==> src/rtl/i2c_bus_arbiter_pkg.sv <==
// -----------------------------------------------------------------------------
// i2c_bus_arbiter_pkg
// Shared definitions for the I2C bus arbiter:
//   - state_e    : 2-bit arbiter state encoding
//   - clog2      : ceiling log2, usable in parameter/localparam expressions
//   - idx_width  : width of a requester index (never less than 1 bit)
// -----------------------------------------------------------------------------
package i2c_bus_arbiter_pkg;

  typedef enum logic [1:0] {
    S_WAIT_FREE = 2'd0,
    S_IDLE      = 2'd1,
    S_GRANT     = 2'd2
  } state_e;

  // Ceiling log2; clog2(1) = 0, clog2(17) = 5, clog2(1025) = 11.
  function automatic int clog2(input int value);
    int result;
    result = 0;
    for (int v = value - 1; v > 0; v = v >> 1) begin
      result = result + 1;
    end
    return result;
  endfunction

  // Bits needed to hold an index 0..n-1, with a 1-bit floor.
  function automatic int idx_width(input int n);
    return (n > 2) ? clog2(n) : 1;
  endfunction

endpackage

==> src/rtl/i2c_bus_arbiter_rr_pick.sv <==
// -----------------------------------------------------------------------------
// rr_pick
// Combinational round-robin picker. Searches the request vector cyclically,
// starting at the requester just after last_i, and returns the first one set.
// Ports:
//   req_i          [N_REQ-1:0]  request vector
//   last_i         [IDX_W-1:0]  index of the most recent grantee
//   pick_onehot_o  [N_REQ-1:0]  one-hot winner (zero when valid_o = 0)
//   pick_idx_o     [IDX_W-1:0]  index of the winner
//   valid_o                     at least one request is pending
// -----------------------------------------------------------------------------
module rr_pick
  import i2c_bus_arbiter_pkg::*;
#(
  parameter int N_REQ = 2,
  parameter int IDX_W = idx_width(N_REQ)
) (
  input  logic [N_REQ-1:0] req_i,
  input  logic [IDX_W-1:0] last_i,
  output logic [N_REQ-1:0] pick_onehot_o,
  output logic [IDX_W-1:0] pick_idx_o,
  output logic             valid_o
);

  // One extra bit so last_i + N_REQ cannot overflow before the wrap.
  localparam int SW = IDX_W + 1;

  logic [IDX_W-1:0] cand_idx [N_REQ];
  logic [N_REQ-1:0] cand_hit;

  // Candidate gi is the requester (gi+1) places after the last grantee,
  // so candidate 0 has the highest priority.
  for (genvar gi = 0; gi < N_REQ; gi++) begin : g_cand
    logic [SW-1:0] sum;
    assign sum          = {1'b0, last_i} + SW'(gi + 1);
    assign cand_idx[gi] = (sum >= SW'(N_REQ)) ? IDX_W'(sum - SW'(N_REQ)) : IDX_W'(sum);
    assign cand_hit[gi] = req_i[cand_idx[gi]];
  end

  always_comb begin
    pick_idx_o = '0;
    valid_o    = 1'b0;
    // Walk from lowest priority to highest so the closest candidate wins.
    for (int i = N_REQ - 1; i >= 0; i--) begin
      if (cand_hit[i]) begin
        pick_idx_o = cand_idx[i];
        valid_o    = 1'b1;
      end
    end
    pick_onehot_o = valid_o ? (N_REQ'(1) << pick_idx_o) : '0;
  end

endmodule

==> src/rtl/i2c_bus_arbiter.sv <==
// -----------------------------------------------------------------------------
// i2c_bus_arbiter
// Shares one I2C master port between N_REQ local requesters. A grant is only
// issued after the bus has been idle for BUS_FREE_CYCLES consecutive clocks;
// grants rotate round-robin, and a grantee that fails to start a transfer
// within START_TIMEOUT clocks loses the bus.
// Ports:
//   clk_i                   system clock
//   reset_n_i               asynchronous active-low reset
//   req_i      [N_REQ-1:0]  level requests, held for the whole bus use
//   transfer_in_progress_i  high between START and STOP (synchronous)
//   grant_o    [N_REQ-1:0]  registered one-hot (or zero) grant
//   bus_busy_o              registered, high whenever the state is not S_IDLE
//   timeout_o               one-cycle pulse when a grant is revoked by timeout
// -----------------------------------------------------------------------------
module i2c_bus_arbiter
  import i2c_bus_arbiter_pkg::*;
#(
  parameter int N_REQ           = 2,
  parameter int BUS_FREE_CYCLES = 16,
  parameter int START_TIMEOUT   = 1024
) (
  input  logic             clk_i,
  input  logic             reset_n_i,
  input  logic [N_REQ-1:0] req_i,
  input  logic             transfer_in_progress_i,
  output logic [N_REQ-1:0] grant_o,
  output logic             bus_busy_o,
  output logic             timeout_o
);

  localparam int FREE_W = clog2(BUS_FREE_CYCLES + 1);
  localparam int TO_W   = clog2(START_TIMEOUT + 1);
  localparam int IDX_W  = idx_width(N_REQ);

  localparam logic [FREE_W-1:0] FREE_LAST = FREE_W'(BUS_FREE_CYCLES - 1);
  localparam logic [FREE_W-1:0] FREE_MAX  = FREE_W'(BUS_FREE_CYCLES);
  localparam logic [TO_W-1:0]   TO_LAST   = TO_W'(START_TIMEOUT - 1);
  localparam logic [TO_W-1:0]   TO_MAX    = TO_W'(START_TIMEOUT);
  localparam logic [IDX_W-1:0]  LAST_IDX  = IDX_W'(N_REQ - 1);

  state_e            state_q, state_d;
  logic [FREE_W-1:0] free_cnt_q, free_cnt_d;
  logic [TO_W-1:0]   to_cnt_q, to_cnt_d;
  logic              seen_start_q, seen_start_d;
  logic [IDX_W-1:0]  last_grant_q, last_grant_d;
  logic [N_REQ-1:0]  grant_q, grant_d;
  logic              timeout_q, timeout_d;
  logic              bus_busy_q, bus_busy_d;

  logic [FREE_W-1:0] free_inc;
  logic [TO_W-1:0]   to_inc;

  logic [N_REQ-1:0]  pick_onehot;
  logic [IDX_W-1:0]  pick_idx;
  logic              pick_valid;

  rr_pick #(
    .N_REQ (N_REQ),
    .IDX_W (IDX_W)
  ) u_rr_pick (
    .req_i         (req_i),
    .last_i        (last_grant_q),
    .pick_onehot_o (pick_onehot),
    .pick_idx_o    (pick_idx),
    .valid_o       (pick_valid)
  );

  // Saturating increments: counters hold at their ceiling instead of wrapping.
  assign free_inc = (free_cnt_q == FREE_MAX) ? free_cnt_q : free_cnt_q + 1'b1;
  assign to_inc   = (to_cnt_q == TO_MAX)     ? to_cnt_q   : to_cnt_q + 1'b1;

  always_comb begin
    state_d      = state_q;
    free_cnt_d   = free_cnt_q;
    to_cnt_d     = to_cnt_q;
    seen_start_d = seen_start_q;
    last_grant_d = last_grant_q;
    grant_d      = grant_q;
    timeout_d    = 1'b0;

    case (state_q)
      S_WAIT_FREE: begin
        grant_d = '0;
        if (transfer_in_progress_i) begin
          free_cnt_d = '0;
        end else begin
          free_cnt_d = free_inc;
          if (free_cnt_q == FREE_LAST) begin
            state_d = S_IDLE;
          end
        end
      end

      S_IDLE: begin
        grant_d = '0;
        // A foreign master starting a transfer beats any local request.
        if (transfer_in_progress_i) begin
          free_cnt_d = '0;
          state_d    = S_WAIT_FREE;
        end else if (pick_valid) begin
          grant_d      = pick_onehot;
          last_grant_d = pick_idx;
          to_cnt_d     = '0;
          seen_start_d = 1'b0;
          state_d      = S_GRANT;
        end
      end

      S_GRANT: begin
        if (transfer_in_progress_i) begin
          seen_start_d = 1'b1;
        end
        if (!seen_start_q) begin
          to_cnt_d = to_inc;
        end
        // last_grant_q is the current grantee while in S_GRANT. A release
        // takes precedence over a coincident timeout, so no pulse then.
        if (!req_i[last_grant_q]) begin
          grant_d    = '0;
          free_cnt_d = '0;
          state_d    = S_WAIT_FREE;
        end else if (!seen_start_q && (to_cnt_q == TO_LAST)) begin
          grant_d    = '0;
          timeout_d  = 1'b1;
          free_cnt_d = '0;
          state_d    = S_WAIT_FREE;
        end
      end

      default: begin
        grant_d    = '0;
        free_cnt_d = '0;
        state_d    = S_WAIT_FREE;
      end
    endcase

    // Registered from the next state so bus_busy_o lines up with state_q.
    bus_busy_d = (state_d != S_IDLE);
  end

  always_ff @(posedge clk_i or negedge reset_n_i) begin
    if (!reset_n_i) begin
      state_q      <= S_WAIT_FREE;
      free_cnt_q   <= '0;
      to_cnt_q     <= '0;
      seen_start_q <= 1'b0;
      last_grant_q <= LAST_IDX;
      grant_q      <= '0;
      timeout_q    <= 1'b0;
      bus_busy_q   <= 1'b1;
    end else begin
      state_q      <= state_d;
      free_cnt_q   <= free_cnt_d;
      to_cnt_q     <= to_cnt_d;
      seen_start_q <= seen_start_d;
      last_grant_q <= last_grant_d;
      grant_q      <= grant_d;
      timeout_q    <= timeout_d;
      bus_busy_q   <= bus_busy_d;
    end
  end

  assign grant_o    = grant_q;
  assign timeout_o  = timeout_q;
  assign bus_busy_o = bus_busy_q;

endmodule

==> config.mk <==
export PLATFORM = sky130hd
export DESIGN_NAME = i2c_bus_arbiter
export DESIGN_NICKNAME = d
export VERILOG_FILES = /design/src/rtl/i2c_bus_arbiter_pkg.sv /design/src/rtl/i2c_bus_arbiter_rr_pick.sv /design/src/rtl/i2c_bus_arbiter.sv
export SDC_FILE = /design/constraint.sdc
export NUM_CORES = 1
export LEC_CHECK = 0
export CAP_MARGIN = 25
export CORE_MARGIN = 4
export CORE_UTILIZATION = 51
export CTS_CLUSTER_DIAMETER = 60
export CTS_CLUSTER_SIZE = 20
export DETAILED_ROUTE_END_ITERATION = 12
export PLACE_DENSITY_LB_ADDON = 0.15
export SYNTH_ARGS = -nofsm -noshare
export SYNTH_HDL_FRONTEND = slang
export SYNTH_SLANG_ARGS = --single-unit
==> constraint.sdc <==
create_clock -name clk_i -period 1.5 [get_ports clk_i]
set_input_delay 0.15 -clock clk_i [delete_from_list [all_inputs] [get_ports clk_i]]
set_output_delay 0.15 -clock clk_i [all_outputs]
set_load 0.01 [all_outputs]
==> reports/metrics.yaml <==
maxSlewViolCount: 0
ant_nets: 0
reg2reg_slack_ps: -70
initial_core_util: 0.535
synthMuxAreaShare: 0.0397
port_buffers: 8
die_h_um: 59.0
antenna_found_initial: 0
grt_pass1_wl_um: 4820
fin_crit_ps: 1570
clockBufferDepth: 2
cts_inserted_buffers: 3
n_antenna_cell: 0
cp_cell_sequence: "ha_4 -> nand2_4 -> nor4_4 -> buf_4 -> o21ai_2 -> mux2_4"
first_iter_violations: 27
firstDrtPassIters: 4
clkLatencyLatePin_ps: 310
drive_above_1_share: 0.396
globalplace.congestion: 0.821
critPathCaptureType: "flop"
syn2layout_area_growth_pct: 36.3
drt-vias-per-instance: 5.60
critical_path_class: "flop to flop"
ys_ff_latch: 24
setup.worst_path.start: "to_cnt_q[0]"
ctsHtreeMaxLevel: 1
peakVddDrop_v: 0.000489
finalClockSkew_ps: 1.18
rr_worst_depth: 6
cp_top_family: "flip-flops"
fin_crit_sh: 1.05
grt_start_max_net_pins: 25
routedWlPerCell_um: 15.6
stdcell_count: 194
root_buffer: "clkbuf_4"
grt.total_usage: 0.180
postLayoutCellArea_sq_um: 1810
synth_cell_type_count: 37
cp_slowest_cell: "dfrtp_1"
fill_cells: 171
cp_data_arrival_time_ps: 1790
syn_inst: 127
drc: 0
dieArea_sq_um: 3480
synth_compound_area_frac: 0.104
r2r_start: "to_cnt_q[0]"
rsz0062_at_grt: "true"
synth_top_family_by_area: "simple AND/OR/NAND/NOR gates"
setup_ws_ps: -74.8
critPathRequiredTime_ps: 1710
ys_warn_count: 0
maxSlewHeadroom: 0.787
ios: 9
syn_area_sq_um: 1330
hp-class: "input port to async pin"
dp_cells: 183
synth_xor_area_frac: 0.0463
grt-ovfl-total: 0
reg2reg_to: "free_cnt_q[0]"
path_clk_slew_ps: 130
ys_seq_area_frac: 0.455
cts_tree: "built"
violations: "negative setup slack"
p_leak_nw: 0.805
coreArea_sq_um: 2480
hpwlAfterDp_um: 1960
cp_max_fo: 4
power_density_nw_per_um2: 573
worst-path-buf-inv: 1
syn_nets: 137
via_count: 1087
synth_area_per_cell_sq_um: 10.4
synth_ff_type: "dfrtp_1"
cap_viol_max_count: 0
whs_ps: 175
place_area_sq_um: 1580
max_freq_mhz: 635
cpPeakStageDelay_ps: 460
setup_viol: 6
hold_buffers: 0
synth_edf_count: 0
outcome: "finished with violations"
yosys.area_share.simple: 0.264
fp-row-count: 18
first_global_vias: 1090
synth_adder_area_share: 0.0472
cts_num_sinks: 24
finalHoldViolCount: 0
num-nets-final: 175
async_flop_share: 1.00
tightest_slew_ps: 317
cp-start-kind: "flop"
die_x_um: 59.0
wirelength_um: 3020
## cell families after synthesis
logic type / after synthesis
adders and majority gates: 5
AOI/OAI and AO/OA: 20
and+or+nand+nor: 53
buffers and inverters: 13
DFF: 24
xor gates and xnor gates: 7
muxes: 5
## cell type report
cell class,instances,area [sq um],share of cell area
flip-flops and latches,24,603,0.334
well taps,30,37.5,0.0208
inverters,11,41.3,0.0229
repair buffers,35,282,0.156
multi-input cells,90,816,0.452
clock buffers,4,26.3,0.0146
## cell usage after synthesis (3+ instances only)
cell type | n | area [sq um]
mux2i_1 | 3 | 30.0
nand2_1 | 9 | 33.8
o21ai_0 | 5 | 25.0
inv_1 | 11 | 41.3
nand3_1 | 4 | 20.0
ha_1 | 5 | 62.6
xnor2_1 | 7 | 61.3
nor2_1 | 10 | 37.5
dfrtp_1 | 22 | 551
a22o_1 | 4 | 35.0
nor4_1 | 3 | 18.8
a21oi_1 | 3 | 15.0
nor3_1 | 5 | 25.0
## metrics by stage
stage | TNS [ps] | setup WS [ps] | utilization | total power [W]
after floorplan | 0 | 31.8 | - | 0.000694
after global placement | -124 | -31.5 | 0.637 | 0.000735
after detailed placement | -523 | -109 | 0.637 | 0.000737
after CTS | -139 | -63.3 | 0.673 | 0.00103
after global routing | -803 | -113 | 0.729 | 0.00110
final | -161 | -74.8 | 0.729 | 0.00104
## cell usage in the layout (no fill, tap or decap), types with 3 or more instances in the layout
| cell type | Yosys | final |
|---|---|---|
| xnor2_1 | 7 | 7 |
| clkbuf_4 | 0 | 3 |
| buf_4 | 0 | 27 |
| nor3_2 | 1 | 4 |
| inv_1 | 11 | 9 |
| a22o_1 | 4 | 4 |
| o21ai_0 | 5 | 3 |
| nor4_4 | 2 | 4 |
| mux2i_1 | 3 | 3 |
| nand2_1 | 9 | 7 |
| dfrtp_1 | 22 | 22 |
| clkdlybuf4s50_1 | 0 | 7 |
| nor2_1 | 10 | 9 |
| o21ai_1 | 2 | 3 |
## report_power, final
part | internal, W | switching (W) | leakage, nW
Sequential | 0.000654 | 0.0000101 | 0.279
Clock | 0.000104 | 0.000193 | 0.0150
Combinational | 0.0000380 | 0.0000365 | 0.511
Total | 0.000796 | 0.000240 | 0.805
## state kept, by name (all words and copies together) (netlist names)
register and flops:
state_q 2, last_grant_q 1, bus_busy_o 1, seen_start_q 1
free_cnt_q 5, grant_o 2, to_cnt_q 11, timeout_o 1
## per-layer routing
layer  vias up  global-route usage  wire (um)
met5         -                   0          0
met3        11              0.0218         74
met1       540               0.220       1290
met2        17               0.312       1560
li1        519                   -          -
met4         0              0.0841         91
## how the worst max path moves through the flow
stage	cells after the start	slack (ps)	end
floorplan	5	30	free_cnt_q[3]
CTS	4	-60	free_cnt_q[3]
detailed placement	6	-110	to_cnt_q[1]
finish	6	-70	free_cnt_q[0]
global route	6	-110	free_cnt_q[0]
global placement	4	-30	free_cnt_q[3]
## repair_timing
item	CTS	global route
pin swaps	2	12
resized for setup	12	21
setup buffers	2	5
setup endpoints to repair	11	20
(Power assumes the default switching activity.)
